==> src/rtl/seg7_scan_driver.sv <==
// -----------------------------------------------------------------------------
// seg7_scan_driver
//
// Scans a 16-bit hex value onto a 4-digit common-anode seven-segment display.
// A new value is captured by a load strobe but only committed to the display
// at a frame boundary, so one frame never mixes old and new digits. An
// internal prescaler sets the digit slot length; leading-zero blanking and
// per-digit decimal points are applied live.
//
// Ports:
//   clk        system clock
//   reset      asynchronous, active-high reset
//   data_in    value to display; nibble k drives digit k (digit 0 rightmost)
//   load       single-cycle strobe capturing data_in
//   lz_en      1 = blank leading zero digits (digit 0 is never blanked)
//   dp_mask    1 = light the decimal point of digit k
//   an         anode enables, active-low, an[k] = digit k
//   caths      cathodes, active-low, [7]=dp, [6:0]={g,f,e,d,c,b,a}
//   frame_done one-cycle pulse with the first output cycle of each new frame
// -----------------------------------------------------------------------------
module seg7_scan_driver #(
    parameter int SCAN_DIV = 50000,  // clk cycles per digit slot, >= 2
    parameter int CNT_W    = 16      // 2**CNT_W >= SCAN_DIV
) (
    input  logic        clk,
    input  logic        reset,
    input  logic [15:0] data_in,
    input  logic        load,
    input  logic        lz_en,
    input  logic [3:0]  dp_mask,
    output logic [3:0]  an,
    output logic [7:0]  caths,
    output logic        frame_done
);

    logic [CNT_W-1:0] prescaler;
    logic [1:0]       idx;
    logic [15:0]      disp;
    logic [15:0]      pend_val;
    logic             pend;
    logic             new_frame;

    logic             tick;
    logic             frame_end;
    logic [3:0]       nibble;
    logic             blank;
    logic [6:0]       seg;
    logic [3:0]       an_next;
    logic [7:0]       caths_next;

    assign tick      = (prescaler == CNT_W'(SCAN_DIV - 1));
    // Last cycle of the digit-3 slot: the only point where disp may change.
    assign frame_end = tick && (idx == 2'd3);

    // NOTE: sequential state uses non-blocking assignments so every register
    // samples the pre-edge value of every other register.
    always_ff @(posedge clk or posedge reset) begin
        if (reset) begin
            prescaler <= '0;
            idx       <= 2'd0;
        end else begin
            prescaler <= tick ? '0 : prescaler + CNT_W'(1);
            if (tick)
                idx <= idx + 2'd1;
        end
    end

    // Load capture and frame-boundary commit. A load coinciding with the
    // boundary goes straight to disp so it is not delayed by a whole frame.
    always_ff @(posedge clk or posedge reset) begin
        if (reset) begin
            disp     <= '0;
            pend_val <= '0;
            pend     <= 1'b0;
        end else if (frame_end && load) begin
            disp <= data_in;
            pend <= 1'b0;
        end else if (load) begin
            pend_val <= data_in;
            pend     <= 1'b1;
        end else if (frame_end && pend) begin
            disp <= pend_val;
            pend <= 1'b0;
        end
    end

    // NOTE: every signal assigned in always_comb gets a default first so no
    // path leaves it unassigned and a latch is never inferred.
    always_comb begin
        nibble = disp[{idx, 2'b00} +: 4];
        blank  = 1'b0;
        if (lz_en) begin
            unique case (idx)
                2'd1:    blank = (disp[15:4]  == 12'h000);
                2'd2:    blank = (disp[15:8]  == 8'h00);
                2'd3:    blank = (disp[15:12] == 4'h0);
                default: blank = 1'b0;
            endcase
        end
    end

    always_comb begin
        seg = 7'h7F;
        unique case (nibble)
            4'h0: seg = 7'h40;
            4'h1: seg = 7'h79;
            4'h2: seg = 7'h24;
            4'h3: seg = 7'h30;
            4'h4: seg = 7'h19;
            4'h5: seg = 7'h12;
            4'h6: seg = 7'h02;
            4'h7: seg = 7'h78;
            4'h8: seg = 7'h00;
            4'h9: seg = 7'h10;
            4'hA: seg = 7'h08;
            4'hB: seg = 7'h03;
            4'hC: seg = 7'h46;
            4'hD: seg = 7'h21;
            4'hE: seg = 7'h06;
            4'hF: seg = 7'h0E;
            default: seg = 7'h7F;
        endcase
    end

    always_comb begin
        an_next    = 4'b1111;
        caths_next = 8'hFF;
        if (!blank) begin
            an_next    = ~(4'b0001 << idx);
            caths_next = {~dp_mask[idx], seg};
        end
    end

    // Registered outputs lag idx by one cycle. new_frame marks the digit-3 to
    // digit-0 wrap, so the first frame after reset never raises frame_done.
    always_ff @(posedge clk or posedge reset) begin
        if (reset) begin
            an         <= 4'b1111;
            caths      <= 8'hFF;
            frame_done <= 1'b0;
            new_frame  <= 1'b0;
        end else begin
            an         <= an_next;
            caths      <= caths_next;
            frame_done <= new_frame;
            new_frame  <= frame_end;
        end
    end

endmodule

==> config.mk <==
export PLATFORM = sky130hd
export DESIGN_NAME = seg7_scan_driver
export DESIGN_NICKNAME = d
export VERILOG_FILES = /design/src/rtl/seg7_scan_driver.sv
export SDC_FILE = /design/constraint.sdc
export NUM_CORES = 1
export LEC_CHECK = 0
export ABC_AREA = 1
export CORE_UTILIZATION = 25
export CTS_CLUSTER_DIAMETER = 60
export DETAILED_ROUTE_END_ITERATION = 16
export GPL_ROUTABILITY_DRIVEN = 0
export SKIP_LAST_GASP = 1
export SLEW_MARGIN = 20
export SYNTH_ARGS = -nofsm -noshare
export SYNTH_HDL_FRONTEND = slang
export SYNTH_SLANG_ARGS = --single-unit
export TNS_END_PERCENT = 50
==> constraint.sdc <==
create_clock -name clk -period 2.2 [get_ports clk]
set_clock_uncertainty 0.2 [all_clocks]
set_input_delay 0.44 -clock clk [delete_from_list [all_inputs] [get_ports clk]]
set_output_delay 0.44 -clock clk [all_outputs]
set_load 0.05 [all_outputs]
==> summary by stage <==
Floorplan
From bottom edge to top edge, the die measures 119.2 um. 37 I/O pins were placed. Once the floorplan was initialized, standard cells occupied between 20 and 30% of the core. Row generation in the floorplan step produced 42 rows.

The area of the die is about 0.014 mm^2. The placeable core region is 0.01335 mm^2. The width of the die is between 100 and 150 um.

Clock tree
The cell sitting at the root of the clock tree is a sky130_fd_sc_hd__clkbuf_16. The number of gates resized after cts is 0. CTS built an H-tree with a depth of 3.

The clock latency of the later-clocked register in the worst-skew pair is around 0.32 ns. The total CTS buffers is 9. Clock-pin slew was measured on the worst setup and hold paths at around 0.05 ns. The buffers inserted during post-CTS setup optimization is 0. The tree built by TritonCTS fans out to 65 sinks. In this run, post-CTS hold repair placed 0 buffers. Counting along the longest clock path gives a buffer depth of 2. The clock tree from TritonCTS is yes.

Power and ir drop
The maximum vdd ir drop is about 440 uV. The post-route total power is approximately 2.8 mW. The power density over the cells is approximately 660 mW/mm^2.

The leakage power is between 2 and 2.5 nW.

Worst setup path
The critical register-to-register path startpoint is prescaler[0]. In this run the number of cells on the critical path is 1. STA puts the critical path data arrival time at 1.43 ns. The slowest cell on the critical path is sky130_fd_sc_hd__clkdlybuf4s50_1. Counting both buffers and inverters, the worst setup path holds a total of 1.

Traced cell by cell, the critical path runs through clkdlybuf4s50_1. In this run the worst setup path begins at frame_done. The stage delay of the slowest cell on the critical path is just under 0.8 ns.

For the worst flop-to-flop path, the logic depth is 9. The required time at the endpoint of the critical path is 1.56 ns. The critical path capture point is frame_done. In this run the register-to-register setup slack is roughly 0.19 ns. The element type at the critical path end is an output port. Grouping stages by cell kind, the critical path spends the most delay in buffers and inverters. Along the worst path, the maximum fanout reaches 1. STA classifies the critical path startpoint as a flop.

The worst setup path category is reg -> out. The endpoint of the worst register-to-register path is pend_val[9].

STA
After layout, the worst path uses between 90 and 100% of the clock period. The aggregate negative setup slack is 0 ns. For the pin with the worst max-slew slack, the measured transition is 0.4943 ns. The number of slew-limit violations in the final report was 0. The time the worst path needs with I/O delays and setup is around 2.1 ns. The least setup slack across all paths after layout is about 0.13 ns.

Setup violations remaining at the end of the flow were counted as 0. Measured against its own limit, the worst slew margin works out to between 60 and 70%. The count of endpoints failing hold in the final timing report came to 0. Setup repair after global routing left no endpoint under its margin. Based on the critical path, the design can be clocked at up to slightly below 500 MHz.

Cells and area
From synthesis to final layout, the design area changed by 25.35%. The number of antenna diodes in the final layout is 0. Excluding fillers, the count of instances in the completed layout stands at 672. The fraction of final layout cells with drive strength greater than 1 is roughly an eighth. The post-layout net count is 528.

Placement
The quantity of I/O buffers inserted on ports is 36. The number of cells in the design after placement is 657. Once detailed placement completed, the half-perimeter wirelength came to approximately 5.5 mm.

The setup slack after placement is between 0.015 and 0.02 ns.

Detailed routing
The per-cell via count in the routed design is roughly 4.2. The total via count in the routed design is 2,812. The iteration-0 DRC count of the detailed router is 252. The first-pass iteration count of the detailed router is 4. The routed length per placed instance is roughly 11 um. Once detail routing completed, the nets flagged for antenna violations numbered 0. The post-route DRC violation count is 0.

Wires add up to 7.486 mm.

Yosys
The count of mapped cells out of synthesis is ~450. The number of different library cells in the post-synthesis netlist is 29. The synthesized flop and latch total is 65. The total number of yosys warnings is 0. The number of nets in the synthesized netlist is 487.

Averaged over all synthesized cells, the footprint is about 7.6 um^2. Of the synthesized area, sequential elements account for roughly 48%. The post-synthesis instance area is roughly 0.0034 mm^2.

Run
The tool flagged a number of max-cap violations equal to 0.

GRT
The via count of the first global-routing pass is 2,904. The global routing usage summed across all routing layers is a little under an eighth. The first-pass GRT wire length is approximately 13 mm. Entering global routing, the biggest net connects 33 pins.

Summed over all layers, the global routing overflow is 0. The initial antenna violation count is 0.

Run status
The run finished with clean final reports.

Worst hold path
The origin of the worst min-delay path is new_frame. The classification of the worst-slack hold path is reg -> reg.
## routing by layer
layer | routed length [um] | vias to the layer above | GRT usage (%)
li1 | - | 1466 | -
met1 | 3741 | 1279 | 15.85
met2 | 3266 | 58 | 17.95
met3 | 341 | 9 | 2.203
met4 | 137 | 0 | 5.459
met5 | 0 | - | 0
## synth_stat cells
library cell	count	share of area, %
sky130_fd_sc_hd__a21oi_1	1	0.15
sky130_fd_sc_hd__buf_4	1	0.22
sky130_fd_sc_hd__nand2_1	160	17
sky130_fd_sc_hd__buf_6	1	0.33
sky130_fd_sc_hd__inv_1	43	4.7
sky130_fd_sc_hd__nor3_1	3	0.44
sky130_fd_sc_hd__clkbuf_1	3	0.33
sky130_fd_sc_hd__nor2_1	69	7.5
sky130_fd_sc_hd__nor2_2	2	0.36
sky130_fd_sc_hd__nand4_1	3	0.55
sky130_fd_sc_hd__nand4_2	1	0.36
sky130_fd_sc_hd__or2_2	3	0.55
sky130_fd_sc_hd__xor2_1	12	3.1
sky130_fd_sc_hd__buf_1	1	0.11
sky130_fd_sc_hd__buf_8	1	0.44
sky130_fd_sc_hd__ha_1	12	4.4
sky130_fd_sc_hd__nand2_8	1	0.58
sky130_fd_sc_hd__nand2_2	2	0.36
sky130_fd_sc_hd__nand2_4	1	0.33
sky130_fd_sc_hd__nand3_1	47	6.8
sky130_fd_sc_hd__clkinv_2	1	0.15
sky130_fd_sc_hd__buf_2	6	0.87
sky130_fd_sc_hd__nand3_2	1	0.29
sky130_fd_sc_hd__o21ai_0	7	1.0
sky130_fd_sc_hd__xnor2_1	2	0.51
sky130_fd_sc_hd__dfrtp_1	53	39
sky130_fd_sc_hd__dfstp_2	12	9.2
sky130_fd_sc_hd__o22ai_1	1	0.18
sky130_fd_sc_hd__inv_2	1	0.11
## worst min-delay path by stage
stage	cells past startpoint	end
after floorplan	0	frame_done
after global placement	0	frame_done
after detailed placement	0	frame_done
after CTS	0	frame_done
after global routing	0	frame_done
final	0	frame_done
## placed cells by master, fill, tap and decap left out, types with 12 or more instances in the layout
cell type	synthesis	routed
sky130_fd_sc_hd__nand3_1	47	47
sky130_fd_sc_hd__buf_4	1	16
sky130_fd_sc_hd__dfrtp_1	53	53
sky130_fd_sc_hd__xor2_1	12	12
sky130_fd_sc_hd__nor2_1	69	69
sky130_fd_sc_hd__nand2_1	160	160
sky130_fd_sc_hd__clkdlybuf4s50_1	0	24
sky130_fd_sc_hd__ha_1	12	12
sky130_fd_sc_hd__inv_1	43	42
sky130_fd_sc_hd__dfstp_2	12	12
## logic make-up after synthesis
family	share of synthesized area, %
adders and majority gates	4.370
and+or+nand+nor	35.69
xor gates and xnor gates	3.569
AOI/OAI and AO/OA	1.347
buffers and inverters	7.246
DFF	47.78
## sequential cells by signal, summed over array words and instances (netlist names)
| register | flops |
|---|---|
| prescaler | 16 |
| new_frame | 1 |
| disp | 16 |
| frame_done | 1 |
| pend_val | 16 |
| caths | 8 |
| idx | 2 |
| an | 4 |
| pend | 1 |
## power breakdown
part	switching [mW]	leakage [nW]	total [mW]	internal [mW]
Sequential	0.0135	0.817	1.24	1.23
Clock	0.490	0.152	1.45	0.957
Combinational	0.0889	1.26	0.164	0.0747
Total	0.593	2.22	2.85	2.26
## metrics by stage
step	hold WS, ns	util (%)	area [um^2]
detailed placement	0.1457	29.98	4001
floorplan	0.1312	-	3440
finish	0.1520	32.26	4307
global route	0.1639	32.26	4307
CTS	0.1574	32.26	4307
global placement	0.1421	29.98	4001
## area by class of cell
type	instances	area (um^2)
Multi-Input combinational cell	328	1545
Clock buffer	12	266.5
Timing Repair Buffer	43	420.4
Sequential cell	65	1642
Fill cell	1426	9041
Inverter	45	173.9
Tap cell	176	220.2
Clock inverter	3	38.79
Power figures use the tool's default switching activity.
